[config.mk]
export PLATFORM = sky130hd
export DESIGN_NAME = battle_turn_ctrl
export DESIGN_NICKNAME = d
export VERILOG_FILES = /design/src/rtl/battle_turn_ctrl.sv
export SDC_FILE = /design/constraint.sdc
export NUM_CORES = 1
export LEC_CHECK = 0
export ABC_AREA = 1
export ABC_CLOCK_PERIOD_IN_PS = 2280
export CORE_MARGIN = 10
export CORE_UTILIZATION = 45
export DETAILED_ROUTE_END_ITERATION = 16
export GPL_TIMING_DRIVEN = 1
export PLACE_DENSITY = 0.75
export SETUP_SLACK_MARGIN = 0.05
export SYNTH_ARGS = -nofsm -noshare
export SYNTH_HDL_FRONTEND = slang
export SYNTH_SLANG_ARGS = --single-unit
[constraint.sdc]
create_clock -name clk -period 2.28 [get_ports clk]
set_input_delay 0.57 -clock clk [delete_from_list [all_inputs] [get_ports clk]]
set_output_delay 0.57 -clock clk [all_outputs]
set_load 0.05 [all_outputs]
[src/rtl/battle_turn_ctrl.sv]
// Combat turn sequencer: player attack, then AI attack, each damage multiply issued to a shared ALU.
// Optional ALU-ack watchdog is enabled by defining BATTLE_ALU_TIMEOUT_EN.
module battle_turn_ctrl #(
  parameter int unsigned MAX_HP      = 100,
  parameter int unsigned TIMEOUT_CYC = 16
) (
  input  logic        clk,
  input  logic        resetn,
  input  logic        go,
  input  logic [1:0]  player_move,
  input  logic [1:0]  ai_move,
  input  logic [7:0]  player_atk,
  input  logic [7:0]  ai_atk,
  output logic        alu_req,
  output logic [7:0]  alu_a,
  output logic [7:0]  alu_b,
  output logic        alu_op,
  input  logic        alu_ack,
  input  logic [15:0] alu_result,
  output logic [7:0]  player_hp,
  output logic [7:0]  ai_hp,
  output logic        busy,
  output logic        turn_done,
  output logic        victory,
  output logic        loss,
  output logic        alu_err,
  output logic [2:0]  fsm_state
);

  // ALU handshake: alu_req rises with stable alu_a/alu_b/alu_op and holds them
  // until the cycle in which alu_ack is sampled high; alu_result is taken in that cycle.
  typedef enum logic [2:0] {
    IDLE    = 3'd0,
    P_MUL   = 3'd1,
    P_APPLY = 3'd2,
    A_MUL   = 3'd3,
    A_APPLY = 3'd4,
    VICTORY = 3'd5,
    LOSS    = 3'd6
  } state_t;

  localparam logic [7:0] HP_INIT = 8'(MAX_HP);

  state_t      state, next_state;
  logic [1:0]  p_move, a_move;
  logic [7:0]  p_atk, a_atk;
  logic [7:0]  dmg;
  logic [12:0] dmg_raw;
  logic [7:0]  dmg_sat;
  logic [7:0]  ai_hp_new, player_hp_new;
  logic        in_mul;
  logic        timeout;
  logic        next_req;
  logic [7:0]  next_a, next_b;
  logic        unused_bits;

  function automatic logic [7:0] power(input logic [1:0] m);
    case (m)
      2'd0:    power = 8'd4;
      2'd1:    power = 8'd6;
      2'd2:    power = 8'd8;
      default: power = 8'd12;
    endcase
  endfunction

  assign in_mul    = (state == P_MUL) || (state == A_MUL);
  assign busy      = !((state == IDLE) || (state == VICTORY) || (state == LOSS));
  assign victory   = (state == VICTORY);
  assign loss      = (state == LOSS);
  assign alu_op    = alu_req;
  assign fsm_state = state;

  always_comb begin
    next_state    = state;
    dmg_raw       = alu_result[15:3];
    dmg_sat       = (|dmg_raw[12:8]) ? 8'hff : dmg_raw[7:0];
    ai_hp_new     = (ai_hp > dmg) ? (ai_hp - dmg) : 8'd0;
    player_hp_new = (player_hp > dmg) ? (player_hp - dmg) : 8'd0;
    next_req      = 1'b0;
    next_a        = 8'd0;
    next_b        = 8'd0;

    case (state)
      IDLE:    if (go) next_state = P_MUL;
      P_MUL:   if (alu_ack || timeout) next_state = P_APPLY;
      P_APPLY: next_state = (ai_hp_new == 8'd0) ? VICTORY : A_MUL;
      A_MUL:   if (alu_ack || timeout) next_state = A_APPLY;
      A_APPLY: next_state = (player_hp_new == 8'd0) ? LOSS : IDLE;
      VICTORY: if (go) next_state = IDLE;
      LOSS:    if (go) next_state = IDLE;
      default: next_state = IDLE;
    endcase

    // Operands are computed one cycle ahead so the ALU port comes straight from flops.
    if (next_state == P_MUL) begin
      next_req = 1'b1;
      next_a   = power((state == IDLE) ? player_move : p_move);
      next_b   = (state == IDLE) ? player_atk : p_atk;
    end else if (next_state == A_MUL) begin
      next_req = 1'b1;
      next_a   = power(a_move);
      next_b   = a_atk;
    end
  end

  always_ff @(posedge clk) begin
    if (!resetn) state <= IDLE;
    else         state <= next_state;
  end

  always_ff @(posedge clk) begin
    if (!resetn) begin
      alu_req   <= 1'b0;
      alu_a     <= 8'd0;
      alu_b     <= 8'd0;
      turn_done <= 1'b0;
      p_move    <= 2'd0;
      a_move    <= 2'd0;
      p_atk     <= 8'd0;
      a_atk     <= 8'd0;
      dmg       <= 8'd0;
      player_hp <= HP_INIT;
      ai_hp     <= HP_INIT;
    end else begin
      alu_req   <= next_req;
      alu_a     <= next_a;
      alu_b     <= next_b;
      turn_done <= (state == A_APPLY) && (next_state == IDLE);
      case (state)
        IDLE: begin
          if (go) begin
            p_move <= player_move;
            a_move <= ai_move;
            p_atk  <= player_atk;
            a_atk  <= ai_atk;
          end
        end
        P_MUL, A_MUL: begin
          if (alu_ack)      dmg <= dmg_sat;
          else if (timeout) dmg <= 8'd0;
        end
        P_APPLY: ai_hp     <= ai_hp_new;
        A_APPLY: player_hp <= player_hp_new;
        VICTORY, LOSS: begin
          if (go) begin
            player_hp <= HP_INIT;
            ai_hp     <= HP_INIT;
          end
        end
        default: ;
      endcase
    end
  end

`ifdef BATTLE_ALU_TIMEOUT_EN
  logic [15:0] wd_cnt;

  // wd_cnt holds the number of req cycles already spent without an ack.
  assign timeout     = in_mul && !alu_ack && (wd_cnt == 16'(TIMEOUT_CYC - 1));
  assign unused_bits = ^alu_result[2:0];

  always_ff @(posedge clk) begin
    if (!resetn) begin
      wd_cnt  <= 16'd0;
      alu_err <= 1'b0;
    end else begin
      if (in_mul && (next_state == state)) wd_cnt <= wd_cnt + 16'd1;
      else                                  wd_cnt <= 16'd0;
      if (timeout) alu_err <= 1'b1;
    end
  end
`else
  assign timeout     = 1'b0;
  assign alu_err     = 1'b0;
  assign unused_bits = ^{alu_result[2:0], TIMEOUT_CYC[0]};
`endif

endmodule

==> metrics, run 1 <==
vias per cell=5.19; violations in the final reports=setup timing; post-synthesis instance total=475; unrepaired setup endpoints after global routing=yes; initial core utilization=46.6%; number of violations of the max-capacitance limit=0; number of hold-repair buffers added at the cts stage=0; max-slew violations=0; layout overhead on the synthesized area=44.0%; via count of the routed design=3532; Setup crit end kind=flop; synthesized area per cell=7.19 sq um; proportion of layout cells with a drive suffix above 1=24.4%; CTS Sinks=60; CTS Buf Count=9; netlist area before placement=0.00342 sq mm; Final Hold Violating Endpoints=0; pin count of the biggest net entering global routing=31; count of buffers from port buffering=72; clock transition at the registers of the reported paths=0.07 ns; maximum level of the CTS H-tree=3; instance area at placement=0.00437 sq mm; final RePlAce weighted congestion=0.880; share of the clock period used by the worst path=101%; sum of overflow across all layers after global routing=0; via count of the first global-routing pass=3486; number of storage elements in the synthesis netlist=60; ys async rst share=0%; most used standard cell by instance count after synthesis=sky130_fd_sc_hd__nand2_1; total power per unit cell area=814 mW/mm^2; final standard cell area without fillers=0.00492 sq mm; post-layout minimum cycle time=2.29 ns; Die ar.=0.0115 sq mm; Synthesis Warnings=0; Synth top cells by count=sky130_fd_sc_hd__nand2_1, sky130_fd_sc_hd__dfxtp_1, sky130_fd_sc_hd__inv_1; cell type with the highest aggregate area in the netlist=sky130_fd_sc_hd__dfxtp_1; post-synth cell types=45; cell depth of the worst hold path=2; worst path arrival time=2.53 ns; Antenna Violating Nets Remaining=0; slew at the pin with the worst max-slew slack=0.679 ns; predominant post-synthesis flop cell=sky130_fd_sc_hd__dfxtp_1; width of the die=107 um; die height=107 um; leakage power figure=0.00209 uW; TritonCTS clock tree=done; Overall Global Routing Usage=17.5%; # rows=31; kind of launch point of the worst setup path=flop; clock root buffer=sky130_fd_sc_hd__clkbuf_8; fraction of the yosys area taken by sequential cells=35.2%; Layout Skew=0.0106 ns; clk_lat worst skew=0.35 ns; Max Fanout on Critical Path=5; number of nets in the finished design=634; Initial DRC Count=191; core region area=0.00733 sq mm; count of boundary I/O pins=82; internal reg-to-reg setup slack=-0.01 ns; result of the run=finished, violations left; worst reg2reg path endpoint=alu_b[6]; cells taking the most area after synthesis=sky130_fd_sc_hd__dfxtp_1, sky130_fd_sc_hd__nand2_1, sky130_fd_sc_hd__inv_1, sky130_fd_sc_hd__ha_1, sky130_fd_sc_hd__nor2_1; setup-violating endpoint count in the final report=10; wire length per cell=15.1 um; DP Wirelength=7470 um; number of search-and-repair iterations in the first detailed-routing pass=5; worst reg2reg path startpoint=ai_hp[0]; maximum clock frequency=436 MHz; number of antenna violations at the first check in global routing=0; Antenna Diode Count=0; final routed DRC violation total=0; deepest clock path buffer count=2; count of flip-flops with a built-in enable after synthesis=0; HP Start=p_atk[1]; wire length of the first global-routing pass=16300 um; top cell type's share of synthesized area=35.2%; setup slack after layout=-0.0138 ns; overall routed net length=10300 um; required time of the worst setup path=2.52 ns; worst hold-check path type=reg2reg; peak supply drop=0.000548 V; worst setup path category=reg2reg; max_slew headroom=54.5%; worst hold path endpoint=p_atk[1]; worst-case reg-to-reg path depth=13; total negative slack for setup checks=-0.0718 ns
registers in the layout, summed over array words and instances (netlist names):
name	count
dmg	8
p_atk	8
p_move	2
a_move	2
ai_hp	8
alu_b	8
fsm_state	3
turn_done	1
alu_op	1
alu_a	3
player_hp	8
a_atk	8
cell type report:
class	instances	area, sq um
fillers	576	2410
multi-input cells	330	2070
flip-flops and latches	60	1220
repair buffers	107	1010
inverters	68	255
clock buffers	10	138
well taps	99	124
clock inverters	6	110
power by group:
group	internal [uW]	total, uW	switching (uW)
Combinational	667	1610	944
Sequential	1140	1200	52.5
Clock	756	1200	441
critical path, stage by stage (launching register included):
cell                      delay [ns]
sky130_fd_sc_hd__dfxtp_4        0.35
sky130_fd_sc_hd__inv_2          0.04
sky130_fd_sc_hd__ha_4           0.15
sky130_fd_sc_hd__fa_2           0.36
sky130_fd_sc_hd__buf_4          0.15
sky130_fd_sc_hd__xor2_1         0.31
sky130_fd_sc_hd__a21oi_4        0.10
sky130_fd_sc_hd__nor2_2         0.17
sky130_fd_sc_hd__nand3_2        0.10
sky130_fd_sc_hd__nand2_2        0.10
sky130_fd_sc_hd__nand2_4        0.09
sky130_fd_sc_hd__buf_12         0.15
sky130_fd_sc_hd__nand2_2        0.06
sky130_fd_sc_hd__a21oi_2        0.05
metal layers:
layer / GRT usage, % / wire (um)
met4: 7.35 / 254
met3: 5.45 / 674
met2: 29.4 / 5100
met5: 0 / 0
met1: 20.1 / 4230
worst max path at each step:
| stage | start | endpoint | slack (ns) | cells after the start |
|---|---|---|---|---|
| after global placement | ai_hp[0] | alu_b[2] | -0.05 | 17 |
| after floorplan | ai_hp[0] | alu_b[0] | -0.02 | 17 |
| after global routing | ai_hp[0] | alu_b[2] | -0.12 | 17 |
| final | ai_hp[0] | alu_b[6] | -0.01 | 13 |
| after CTS | player_hp[0] | turn_done | 0.05 | 12 |
| after detailed placement | alu_ack | dmg[1] | -0.13 | 6 |
cell usage in the layout, fill, tap and decap left out, types with 2 or more instances in the layout:
cell	instances
sky130_fd_sc_hd__dfxtp_1	50
sky130_fd_sc_hd__inv_2	14
sky130_fd_sc_hd__ha_1	11
sky130_fd_sc_hd__conb_1	6
sky130_fd_sc_hd__a21oi_1	25
sky130_fd_sc_hd__nand2_1	92
sky130_fd_sc_hd__fa_2	2
sky130_fd_sc_hd__nand3_2	3
sky130_fd_sc_hd__dfxtp_2	9
sky130_fd_sc_hd__nor2_4	7
sky130_fd_sc_hd__nor2_2	7
sky130_fd_sc_hd__a31oi_1	4
sky130_fd_sc_hd__o21ai_0	4
sky130_fd_sc_hd__o22ai_1	3
sky130_fd_sc_hd__nand3_1	25
sky130_fd_sc_hd__nand2_4	3
sky130_fd_sc_hd__o21ai_1	3
sky130_fd_sc_hd__bufinv_16	3
sky130_fd_sc_hd__nand2_2	16
sky130_fd_sc_hd__clkdlybuf4s50_1	67
sky130_fd_sc_hd__clkbuf_8	10
sky130_fd_sc_hd__nand3b_1	5
sky130_fd_sc_hd__o32a_1	2
sky130_fd_sc_hd__o211ai_1	8
sky130_fd_sc_hd__a21oi_2	13
sky130_fd_sc_hd__ha_4	5
sky130_fd_sc_hd__nor3_1	13
sky130_fd_sc_hd__inv_1	53
sky130_fd_sc_hd__a211oi_1	17
sky130_fd_sc_hd__buf_4	37
sky130_fd_sc_hd__nand4_1	5
sky130_fd_sc_hd__xor2_1	3
sky130_fd_sc_hd__nor2_1	31
metrics by stage:
step	utilization [%]	setup WS, ns	hold slack [ns]	power (uW)	std cells
after floorplan	-	-0.0198	0.440	2080	480
after global placement	59.7	-0.0467	0.449	2490	655
after detailed placement	59.7	-0.132	0.454	2530	655
after CTS	65.6	0.0519	0.465	3900	676
after global routing	67.1	-0.115	0.483	4200	680
final	67.1	-0.0138	0.468	4000	680
repair_timing:
item / CTS / global route
setup buffers: 4 / 4
pin swaps: 9 / 4
gates resized for setup: 31 / 18
gates cloned: 1 / 0
hold endpoints to repair: 0 / 0
endpoints found under the setup margin: 15 / 18
logic make-up after synthesis:
group           after synthesis  synth area share (%)
compound gates               89                  17.3
xor+xnor                      4                  1.03
fa+ha+maj                    18                  7.03
buf+inv                      90                  10.9
flops                        60                  35.2
other cells                   1                 0.110
simple gates                213                  28.5
Note: power is estimated with default switching activity, not from simulation.
==> run 2: changes to the inputs <==
--- a/config.mk
+++ b/config.mk
@@ -10,7 +10,7 @@
 export CORE_MARGIN = 10
 export CORE_UTILIZATION = 45
 export DETAILED_ROUTE_END_ITERATION = 16
-export GPL_TIMING_DRIVEN = 1
+export GPL_TIMING_DRIVEN = 0
 export PLACE_DENSITY = 0.75
 export SETUP_SLACK_MARGIN = 0.05
 export SYNTH_ARGS = -nofsm -noshare
==> run 2 against run 1 <==
The flow still finishes with violations (setup timing). Clock skew grew 0.00081 ns. Hold slack gained 0.00065 ns. Wire length grew 1.0%. Sequential power is essentially flat. Core utilization shrank 1.5 points. Via count shrank 0.48%. Sequential cell count is the same. Die area is the same. Final cell count shrank 0.59%. Total power shrank 8.9%. Critical path type unchanged. Highest routed layer unchanged.
==> metrics, run 2 (same netlist as run 1, synthesis figures left out) <==
vias per cell=5.20 (+0.11%); number of fill cells in the layout=600 (+4.2%); peak supply drop=0.000690 V (+26%); instance area at placement=0.00428 sq mm (-2.1%); Layout Skew=0.0114 ns (+0.000813 ns); wire length per cell=15.3 um (+1.6%); top metal layer carrying routed signals=met4; maximum clock frequency=431 MHz (-1.2%); clk_lat worst skew=0.34 ns (about the same); Initial DRC Count=161 (-16%); final RePlAce weighted congestion=0.909 (+3.2%); post-layout minimum cycle time=2.32 ns (+0.0290 ns); setup-violating endpoint count in the final report=5 (-5); via count of the first global-routing pass=3542 (+1.6%); routed length on met2=5140 um (+0.73%); setup slack after layout=-0.0428 ns (-0.0290 ns); Inst Count DP=650 (-0.76%); CTS Sinks=60 (unchanged); CTS Buf Count=9 (unchanged); Final Hold Violating Endpoints=0 (unchanged); width of the die=107 um (unchanged); max_slew headroom=51.4% (-3.1 points); Setup crit end kind=flop; layout overhead on the synthesized area=40.7%; count of buffers from port buffering=71 (-1.4%); share of the clock period used by the worst path=102% (+1.3 points); clock transition at the registers of the reported paths=0.08 ns (about the same); Antenna Violating Nets Remaining=0 (unchanged); worst-case reg-to-reg path depth=17 (+4); # rows=31 (unchanged); wire length of the first global-routing pass=16800 um (+3.3%); met3 wirelength from detailed routing=601 um (-11%); Overall Global Routing Usage=17.9% (+0.40 points); die height=107 um (unchanged); cell depth of the worst hold path=2 (unchanged); worst-path cell with the longest stage delay=sky130_fd_sc_hd__dfxtp_4; total power per unit cell area=759 mW/mm^2 (-6.7%); core region area=0.00733 sq mm (unchanged); violations in the final reports=setup timing; number of hold-repair buffers added at the cts stage=0 (unchanged); worst path arrival time=2.58 ns (+0.05 ns); number of search-and-repair iterations in the first detailed-routing pass=4 (-1); initial core utilization=46.6% (unchanged); critical-path cell list=inv_4 > ha_4 > fa_2 > inv_2 > nand2_2 > nand2_4 > nand3_4 > nand2_4 > nand2_8 > a21oi_4 > nor2_4 > nand3_2 > nand2_2 > nand2_4 > buf_8 > nand2_4 > a21oi_2; required time of the worst setup path=2.54 ns (+0.02 ns); worst setup path category=reg2reg; count of non-filler cells in the finished layout=676 (-0.59%); via count of the routed design=3515 (-0.48%); hold_ws=0.468 ns (+0.000650 ns); pin count of the biggest net entering global routing=12 (-61%); internal reg-to-reg setup slack=-0.04 ns (-0.03 ns); leakage power figure=0.00203 uW (-3.0%); slew at the pin with the worst max-slew slack=0.729 ns (+0.0504 ns); maximum level of the CTS H-tree=3 (unchanged); unrepaired setup endpoints after global routing=yes; total negative slack for setup checks=-0.155 ns (-0.0833 ns); Max Fanout on Critical Path=7 (+2); max-slew violations=0 (unchanged); DP Wirelength=7740 um (+3.6%); Die ar.=0.0115 sq mm (unchanged); final routed DRC violation total=0 (unchanged); final standard cell area without fillers=0.00481 sq mm (-2.3%); number of violations of the max-capacitance limit=0 (unchanged); TritonCTS clock tree=done; worst hold-check path type=reg2reg; number of antenna violations at the first check in global routing=0 (unchanged); wire length the detailed router placed on met1=4470 um (+5.7%); delay of the slowest cell on the worst path=0.36 ns (about the same); overall routed net length=10400 um (+1.0%); cell repeated most along the worst path=sky130_fd_sc_hd__nand2_4; deepest clock path buffer count=2 (unchanged); most common cell after layout, fill and taps aside=sky130_fd_sc_hd__nand2_1; Design Power=3650 uW (-8.9%); number of nets in the finished design=630 (-0.63%); kind of launch point of the worst setup path=flop; Antenna Diode Count=0 (unchanged); most frequent cells in the layout=sky130_fd_sc_hd__nand2_1, sky130_fd_sc_hd__clkdlybuf4s50_1, sky130_fd_sc_hd__inv_1; proportion of layout cells with a drive suffix above 1=21.8% (-2.6 points); clock root buffer=sky130_fd_sc_hd__clkbuf_8; sum of overflow across all layers after global routing=0 (unchanged); result of the run=finished, violations left; count of boundary I/O pins=82 (unchanged)
==> run 2: worst paths after layout <==
check / startpoint / end
worst max-delay path: ai_hp[0] / alu_b[1]
worst min-delay path: p_move[0] / p_move[0]
worst max register to register: ai_hp[0] / alu_b[1]
worst min register to register: p_move[0] / p_move[0]
==> run 2: layer usage <==
layer,vias up,global-route usage [%]
met4,0,6.67
met2,114,30.5
met5,-,0
li1,1756,-
met3,17,4.49
met1,1628,21.1
==> run 2: through the flow <==
stage                     util (%)  setup WS, ns
after floorplan                  -       -0.0198
after global placement        58.4        -0.205
after detailed placement      58.4        -0.234
after CTS                     63.9       -0.0234
after global routing          65.6        -0.147
final                         65.6       -0.0428
==> run 2: worst max-delay path: cells and delay by family, from the launching register on <==
| family | cells | cell delay, ns |
|---|---|---|
| simple gates | 10 | 0.82 |
| buf+inv | 3 | 0.25 |
| fa+ha+maj | 2 | 0.49 |
| flops | 1 | 0.36 |
| compound gates | 2 | 0.29 |
==> run 2: what timing repair did <==
| action | in CTS | in global routing |
|---|---|---|
| endpoints found under the setup margin | 18 | 18 |
| gates resized for setup | 39 | 33 |
| setup buffers | 8 | 2 |
| cloned | 1 | 0 |
| pin swaps | 14 | 17 |
==> run 2: power by group <==
part / switching, uW / internal [uW]
Clock: 445 / 499
Combinational: 930 / 577
Sequential: 53.3 / 1140
==> run 2: area by class of cell <==
| class | instances | area [sq um] | share of cell area, % |
|---|---|---|---|
| inverters | 68 | 258 | 5.36 |
| clock inverters | 7 | 66.3 | 1.38 |
| plain buffers | 22 | 129 | 2.68 |
| flip-flops and latches | 60 | 1220 | 25.3 |
| clock buffers | 9 | 124 | 2.58 |
| multi-input cells | 330 | 2100 | 43.7 |
| well taps | 99 | 124 | 2.58 |
| repair buffers | 81 | 790 | 16.4 |
